`config.mk`:
```
export PLATFORM = sky130hd
export DESIGN_NAME = serial_exec_ctrl
export DESIGN_NICKNAME = d
export VERILOG_FILES = /design/src/rtl/serial_cpu_pkg.sv /design/src/rtl/serial_bit_counter.sv /design/src/rtl/serial_exec_ctrl.sv
export SDC_FILE = /design/constraint.sdc
export NUM_CORES = 1
export LEC_CHECK = 0
export CAP_MARGIN = 30
export CORE_ASPECT_RATIO = 0.8
export CORE_MARGIN = 5
export CORE_UTILIZATION = 36
export CTS_BUF_LIST = sky130_fd_sc_hd__clkbuf_4
export CTS_CLUSTER_DIAMETER = 30
export DETAILED_ROUTE_END_ITERATION = 8
export GPL_TIMING_DRIVEN = 1
export PLACE_DENSITY = 0.74
export SYNTH_ARGS = -nofsm -noshare
export SYNTH_HDL_FRONTEND = slang
export SYNTH_HIERARCHICAL = 1
export SYNTH_SLANG_ARGS = --single-unit
```
`constraint.sdc`:
```
create_clock -name clk -period 2.4 [get_ports clk]
set_input_delay 0.24 -clock clk [delete_from_list [all_inputs] [get_ports clk]]
set_output_delay 0.24 -clock clk [all_outputs]
set_load 0.02 [all_outputs]
```
`src/rtl/serial_cpu_pkg.sv`:
```
// Shared types and instruction field layout for the bit-serial CPU control path.
// Imported by the sequencer and its bit counter.
package serial_cpu_pkg;

  typedef enum logic [1:0] {
    ST_IDLE  = 2'd0,
    ST_SHIFT = 2'd1,
    ST_STORE = 2'd2,
    ST_DONE  = 2'd3
  } state_t;

  localparam logic [3:0] OPC_NOP = 4'hF;
  localparam logic [3:0] OPC_CMP = 4'hE;

  localparam int OPC_MSB = 11;
  localparam int OPC_LSB = 8;
  localparam int RS2_MSB = 6;
  localparam int RS2_LSB = 4;
  localparam int RS1_MSB = 2;
  localparam int RS1_LSB = 0;

  // NOP and CMP only update flags, so they skip the parallel write-back.
  function automatic logic opc_writes_back(input logic [3:0] opcode);
    return (opcode != OPC_NOP) && (opcode != OPC_CMP);
  endfunction

endpackage

```
`src/rtl/serial_bit_counter.sv`:
```
// Modulo bit counter for the serial shift sequence; flags bit 0 and the
// terminal bit only on cycles where the counter actually advances.
module serial_bit_counter #(
  parameter int unsigned MODULUS = 8
) (
  input  logic                       clk,
  input  logic                       rstn,
  input  logic                       clr,
  input  logic                       en,
  output logic [$clog2(MODULUS)-1:0] count,
  output logic                       first,
  output logic                       last
);

  localparam int CW = $clog2(MODULUS);

  // MODULUS is a power of two, so the natural roll-over is the modulo wrap.
  always_ff @(posedge clk) begin
    if (!rstn || clr) begin
      count <= '0;
    end else if (en) begin
      count <= count + 1'b1;
    end
  end

  assign first = en && (count == '0);
  assign last  = en && (count == CW'(MODULUS - 1));

endmodule

```
`src/rtl/serial_exec_ctrl.sv`:
```
// Sequencer for the bit-serial register file: accepts one instruction, then
// issues REG_WIDTH shift pulses, an optional write-back strobe and a done pulse.
module serial_exec_ctrl
  import serial_cpu_pkg::*;
#(
  parameter int unsigned REG_WIDTH   = 8,
  parameter int unsigned INSTR_WIDTH = 12
) (
  input  logic                         clk,
  input  logic                         rstn,
  input  logic                         instr_valid,
  input  logic [INSTR_WIDTH-1:0]       instr_in,
  output logic                         instr_ready,
  input  logic                         hold,
  output logic [INSTR_WIDTH-1:0]       instr_q,
  output logic                         is_rtype,
  output logic                         reg_shift_en,
  output logic                         reg_store_en,
  output logic [$clog2(REG_WIDTH)-1:0] bit_idx,
  output logic                         first_bit,
  output logic                         last_bit,
  output logic                         busy,
  output logic                         done,
  output state_t                       fsm_state
);

  generate
    if (REG_WIDTH < 2 || (REG_WIDTH & (REG_WIDTH - 1)) != 0) begin : g_bad_width
      $error("serial_exec_ctrl: REG_WIDTH must be a power of two >= 2");
    end
  endgenerate

  // Handshake: a transfer happens on a clk edge where instr_valid && instr_ready;
  // the requester keeps instr_valid and instr_in stable until then.

  state_t     state;
  logic [3:0] opcode;
  logic       wb;
  logic       accept;
  logic       shift_active;

  assign opcode       = instr_q[OPC_MSB:OPC_LSB];
  assign is_rtype     = ~opcode[3];
  assign wb           = opc_writes_back(opcode);
  assign accept       = instr_valid && instr_ready;
  assign shift_active = (state == ST_SHIFT) && !hold;

  serial_bit_counter #(
    .MODULUS (REG_WIDTH)
  ) u_bit_counter (
    .clk   (clk),
    .rstn  (rstn),
    .clr   (accept),
    .en    (shift_active),
    .count (bit_idx),
    .first (first_bit),
    .last  (last_bit)
  );

  always_ff @(posedge clk) begin
    if (!rstn) begin
      state   <= ST_IDLE;
      instr_q <= '0;
    end else begin
      case (state)
        ST_IDLE: begin
          if (instr_valid) begin
            instr_q <= instr_in;
            state   <= ST_SHIFT;
          end
        end
        ST_SHIFT: begin
          // last_bit is already gated by hold, so a stalled cycle never exits.
          if (last_bit) begin
            state <= wb ? ST_STORE : ST_DONE;
          end
        end
        ST_STORE: state <= ST_DONE;
        ST_DONE:  state <= ST_IDLE;
        default:  state <= ST_IDLE;
      endcase
    end
  end

  assign instr_ready  = (state == ST_IDLE);
  assign busy         = (state != ST_IDLE);
  assign reg_shift_en = shift_active;
  assign reg_store_en = (state == ST_STORE);
  assign done         = (state == ST_DONE);
  assign fsm_state    = state;

endmodule

```
==> flow_metrics.tcl, run 1 <==
set metrics [dict create \
    synthXorXnorAreaFrac_pct 1.11 \
    drv_cap 0 \
    fin_crit_sh_pct 93.2 \
    reg2reg_from "fsm_state[1]" \
    clk_latency_ps 290 \
    cts-root-buf "clkbuf_4" \
    grt_overflow 0 \
    cts_buffers 3 \
    core_area_um2 2120 \
    yosys.cell_types.count 21 \
    grt_max_degree 14 \
    whs_path_depth 2 \
    startpoint_type "flop" \
    vias 751 \
    syn-mean-instance-area_um2 8.39 \
    finalSetupViolations 0 \
    critical_path_arrival_ps 2000 \
    routed_wl_mm 2.00 \
    antenna_found_initial 0 \
    syn2layout_area_growth_pct 58.1 \
    seq_area_frac_synth_pct 43.2 \
    hold_end "instr_q[8]" \
    synth_top_family_by_area "simple AND/OR/NAND/NOR gates" \
    fin_nets 160 \
    synth_edf_count 0 \
    cts_buffer_depth 2 \
    cts_resized 0 \
    relSlewSlack_pct 69.3 \
    synth_adder_area_share_pct 12.7 \
    n_antenna_cell 0 \
    dp_slack_ps 350 \
    cts_tree "done" \
    synth_compound_area_share_pct 11.1 \
    status "finished, final reports clean" \
    endpoint_kind "primary output" \
    wl_per_cell_um 12.5 \
    grt_pass1_wl_mm 3.44 \
    crit_type "reg -> out" \
    synthMuxAreaShare_pct 2.54 \
    hold_class "reg -> reg" \
    track_usage_pct 13.8 \
    placed_area_um2 1210 \
    placement_rows 15 \
    postSynthNetCount 118 \
    holdWs_ps 458 \
    worst-r2r-setup-slack_ps 470 \
    cts_sinks 17 \
    ios 41 \
    first_iter_violations 11 \
    fmax_mhz 447 \
    fillCellCount 195 \
    finalHoldViolations 0 \
    yosysWarnings 6 \
    syn_inst 94 \
    post-route-min-period_ps 2240 \
    powerDensity_nw_per_um2 958 \
    critical_path_required_ps 2160 \
    drc 0 \
    grt_setup_unrepaired "false" \
    fin_setup_tns_ps 0 \
    drt_first_pass_iters 4 \
    setup_slack_ps 164 \
    cts_post_setup_buffers_inserted 0 \
    avgViaCountPerCell 4.69 \
    tightest_slew_ps 459 \
    gp_congestion 0.755 \
    ys_async_sr_fraction_pct 0 \
    ys_ff_latch 17 \
    dieArea_um2 3230 \
    synth_flop_cell "dfxtp_1" \
    total_leakage_power_uw 0.000523 \
    final_cell_mix "39 x clkdlybuf4s50_1, 26 x nand2_1, 17 x dfxtp_1, 13 x a21oi_1, 8 x ha_1" \
    reg2regPathDepth 7 \
    min_from "instr_q[8]" \
    irDropWorstVdd_uv 769 \
    worst_r2r_endpoint "fsm_state[0]" \
    grt_pass1_vias 730 \
    ctsHtreeMaxLevel 1 \
    post_synth_and_or_nand_nor_area_fraction_pct 23.8 \
    maxSlewViolCount 0 \
    fin_area_um2 1250 \
    postCtsHoldBufs 0 \
    dieWidth_um 62.3 \
    syn_area_um2 788 \
    clk_pin_slew_ps 90 \
    dp_hpwl_mm 1.56 \
    port_buffers 40 \
    die_h_um 51.9 \
    drive_gt1_share_pct 6.67 \
    ant_nets 0 \
    initial_core_util_pct 37.2 \
    layout_commonest_cell "clkdlybuf4s50_1" \
    skew_ps 2.31 \
    cp_max_fo 6 \
    utilization_pct 58.8 \
]
## sequential cells by signal (all words and copies together), names as in the netlist
name,cells
u_bit_counter/count,3
instr_q,12
fsm_state,2
## metrics by stage
stage,std cells,power (uW)
2_1_floorplan,94,768
3_3_place_gp,156,1020
3_5_place_dp,156,1030
4_1_cts,160,1200
5_1_grt,160,1290
6_report,160,1190
## cell families (layout without fill, tap and decap cells)
logic type,after synthesis,count (layout)
flops,17,17
xor+xnor,1,1
fa+ha+maj,8,8
simple gates,39,39
compound gates,16,16
buf+inv,11,52
mux,2,2
## critical path: stages (launching register included)
cell	delay, ps
dfxtp_1	360
inv_1	120
ha_1	200
nor2b_4	240
nand2_1	80
nor2_1	90
clkdlybuf4s50_1	610
## layout make-up
cell class                 count  area, um^2  area share, %
inverter                       8        30.0           2.41
timing repair buffer          40         403           32.3
tap                           25        31.3           2.51
clock buffer                   4        30.0           2.41
sequential                    17         340           27.3
multi-input combinational     66         412           33.0
## where the power goes
part	internal [uW]	leakage (uW)	switching [uW]	total [uW]
clock	76.1	0.0000184	88.4	164
sequential	339	0.000139	44.6	383
combinational	307	0.000366	340	647
total	721	0.000523	473	1190
## synth_stat cells, drive strengths merged (2+ instances only)
library cell	number	share of area, %
nor2	5	2.4
a21oi	13	8.3
dfxtp	17	43
mux2i	2	2.5
nor2b	3	4.3
nand2	26	12
inv	8	3.8
ha	8	13
buf	2	1.3
## worst max path at each step
stage                 start      endpoint  slack, ps
4_1_cts        fsm_state[1]      last_bit          6
5_1_grt        fsm_state[1]     first_bit         50
6_report       fsm_state[1]     first_bit        160
3_5_place_dp   fsm_state[1]      last_bit        350
2_1_floorplan  fsm_state[1]  fsm_state[0]        200
3_3_place_gp           hold      last_bit        400
## layer usage
metal | share of wire, % | track usage, % | wire (um) | up-vias
li1 | - | - | - | 384
met1 | 40 | 13.5 | 799 | 338
met2 | 48 | 23.3 | 960 | 24
met3 | 10 | 8.21 | 208 | 5
met4 | 1.7 | 6.71 | 34 | 0
met5 | 0 | 0 | 0 | -
No activity file was read; power rests on OpenSTA's default activity.
==> run 2, diff against run 1 <==
ABC_CLOCK_PERIOD_IN_PS = 2400   (was default)
==> results of run 2 <==
Same layout as run 1: the final DEF is identical, and so are final timing and power.
==> run 3, diff against run 2 <==
ABC_CLOCK_PERIOD_IN_PS = 2500   (was 2400)
DONT_BUFFER_PORTS = 1   (was default)
PLACE_DENSITY = default   (was 0.74)
clock period = 2.5 ns   (was 2.4 ns; I/O delays follow)
==> run 3 against run 2 <==
Net effect:
- clock power is 9% lower
- cell count is 23% lower
- core utilization is 18 points lower
- clock skew is 0.80 ps higher
- non-clock buffer count is 37 lower
- die area stayed put
- final area is 31% lower
- global-route usage is 4.0 points lower
- first-iteration DRC count is 100% higher
- sequential power is 15% higher
- critical path type unchanged
- largest cell class unchanged
==> flow_metrics.tcl, run 3 (same netlist as run 1, synthesis figures left out) <==
set metrics [dict create \
    status "finished, final reports clean" \
    grt_overflow 0 \
    finalSetupViolations 0 \
    n_antenna_cell 0 \
    track_usage_pct 9.81 \
    drive_gt1_share_pct 11.2 \
    antenna_found_initial 0 \
    critical_path_required_ps 2250 \
    fillCellCount 229 \
    relSlewSlack_pct 73.5 \
    largest_reg_flops 12 \
    maxSlewViolCount 0 \
    cts_sinks 17 \
    first_iter_violations 22 \
    post-route-min-period_ps 2060 \
    dp_hpwl_mm 1.26 \
    drv_cap 0 \
    cts_tree "done" \
    fin_nets 123 \
    placed_area_um2 828 \
    powerDensity_nw_per_um2 1100 \
    hold_class "in -> reg" \
    avgViaCountPerCell 4.96 \
    initial_core_util_pct 37.2 \
    postCtsHoldBufs 0 \
    ios 41 \
    drt_first_pass_iters 4 \
    clk_latency_ps 270 \
    slowest_delay_ps 430 \
    ant_nets 0 \
    tightest_slew_ps 396 \
    total_leakage_power_uw 0.000370 \
    regMostFlops "instr_q" \
    skew_ps 3.11 \
    routed_wl_mm 1.59 \
    cts_buffer_depth 2 \
    core_area_um2 2120 \
    syn2layout_area_growth_pct 8.89 \
    port_buffers 0 \
    finalHoldViolations 0 \
    cp_max_fo 6 \
    fin_setup_tns_ps 0 \
    grt_setup_unrepaired "false" \
    crit_type "reg -> out" \
    final_cell_mix "26 x nand2_1, 17 x dfxtp_1, 13 x a21oi_1, 8 x ha_1, 7 x inv_1" \
    fmax_mhz 486 \
    cts-root-buf "clkbuf_4" \
    wl_per_cell_um 13.0 \
    irDropWorstVdd_uv 491 \
    clk_pin_slew_ps 90 \
    die_h_um 51.9 \
    cts_resized 0 \
    startpoint_type "flop" \
    grt_max_degree 14 \
    placement_rows 15 \
    crit_chain "inv_1 -> ha_1 -> nor2b_1 -> buf_4 -> nand2_1 -> nor2_1" \
    dieArea_um2 3230 \
    cts_buffers 3 \
    endpoint_kind "primary output" \
    grt_pass1_vias 633 \
    drc 0 \
    grt_pass1_wl_mm 2.59 \
    cp_slowest_cell "dfxtp_1" \
    layout_commonest_cell "nand2_1" \
    critical_path_arrival_ps 1810 \
    fin_crit_sh_pct 82.4 \
    vias 610 \
    cts_post_setup_buffers_inserted 0 \
    ctsHtreeMaxLevel 1 \
    dieWidth_um 62.3 \
    fin_area_um2 858 \
    gp_congestion 0.717 \
]
-- run 3: cell types whose count changed in the layout (fill, tap and decap cells not counted), sizes merged --
cell / previous run / this run
clkdlybuf4s50: 39 / 0
buf: 0 / 3
dlymetal6s2s: 1 / 0
-- run 3: power by group --
group / switching [uW] / total (uW) / internal (uW) / leakage, uW
Sequential: 115 / 440 / 325 / 0.000139
Combinational: 223 / 359 / 135 / 0.000212
Clock: 76.0 / 149 / 72.6 / 0.0000184
-- run 3: layer usage --
layer	vias up	track usage, %	share of wire (%)
li1	309	-	-
met4	0	3.18	0.56
met3	2	3.89	9.9
met2	21	17.8	46
met1	278	10.6	43
met5	-	0	0
-- run 3: worst max-delay path, delay by kind of cell (launching register included) --
kind          cells  cell delay, ps
simple gates      3             540
flops             1             430
buf+inv           2             350
fa+ha+maj         1             200
-- run 3: worst paths after layout --
path                      from      endpoint  slack [ps]  depth (start not counted)
setup / recovery  fsm_state[1]     first_bit         440                          6
hold / removal     instr_in[8]    instr_q[8]         100                          2
setup reg to reg  fsm_state[1]  fsm_state[0]         540                          7
hold reg to reg     instr_q[0]    instr_q[0]         560                          2
-- run 3: final cells by class --
cell class	instances	area [um^2]	share of cell area [%]
Clock buffer	4	30.0	3.50
Inverter	8	30.0	3.50
Multi-Input combinational cell	66	404	47.1
Tap cell	25	31.3	3.64
Timing Repair Buffer	3	22.5	2.62
Sequential cell	17	340	39.7
-- run 3: metrics by stage --
step	hold slack, ps	instances	util, %	setup slack (ps)	total power (uW)
after detailed placement	392	119	39.1	555	808
after floorplan	381	94	-	64.2	736
after CTS	88.3	123	40.5	420	959
after global placement	383	119	39.1	576	798
final	97.9	123	40.5	440	947
after global routing	82.3	123	40.5	350	1020
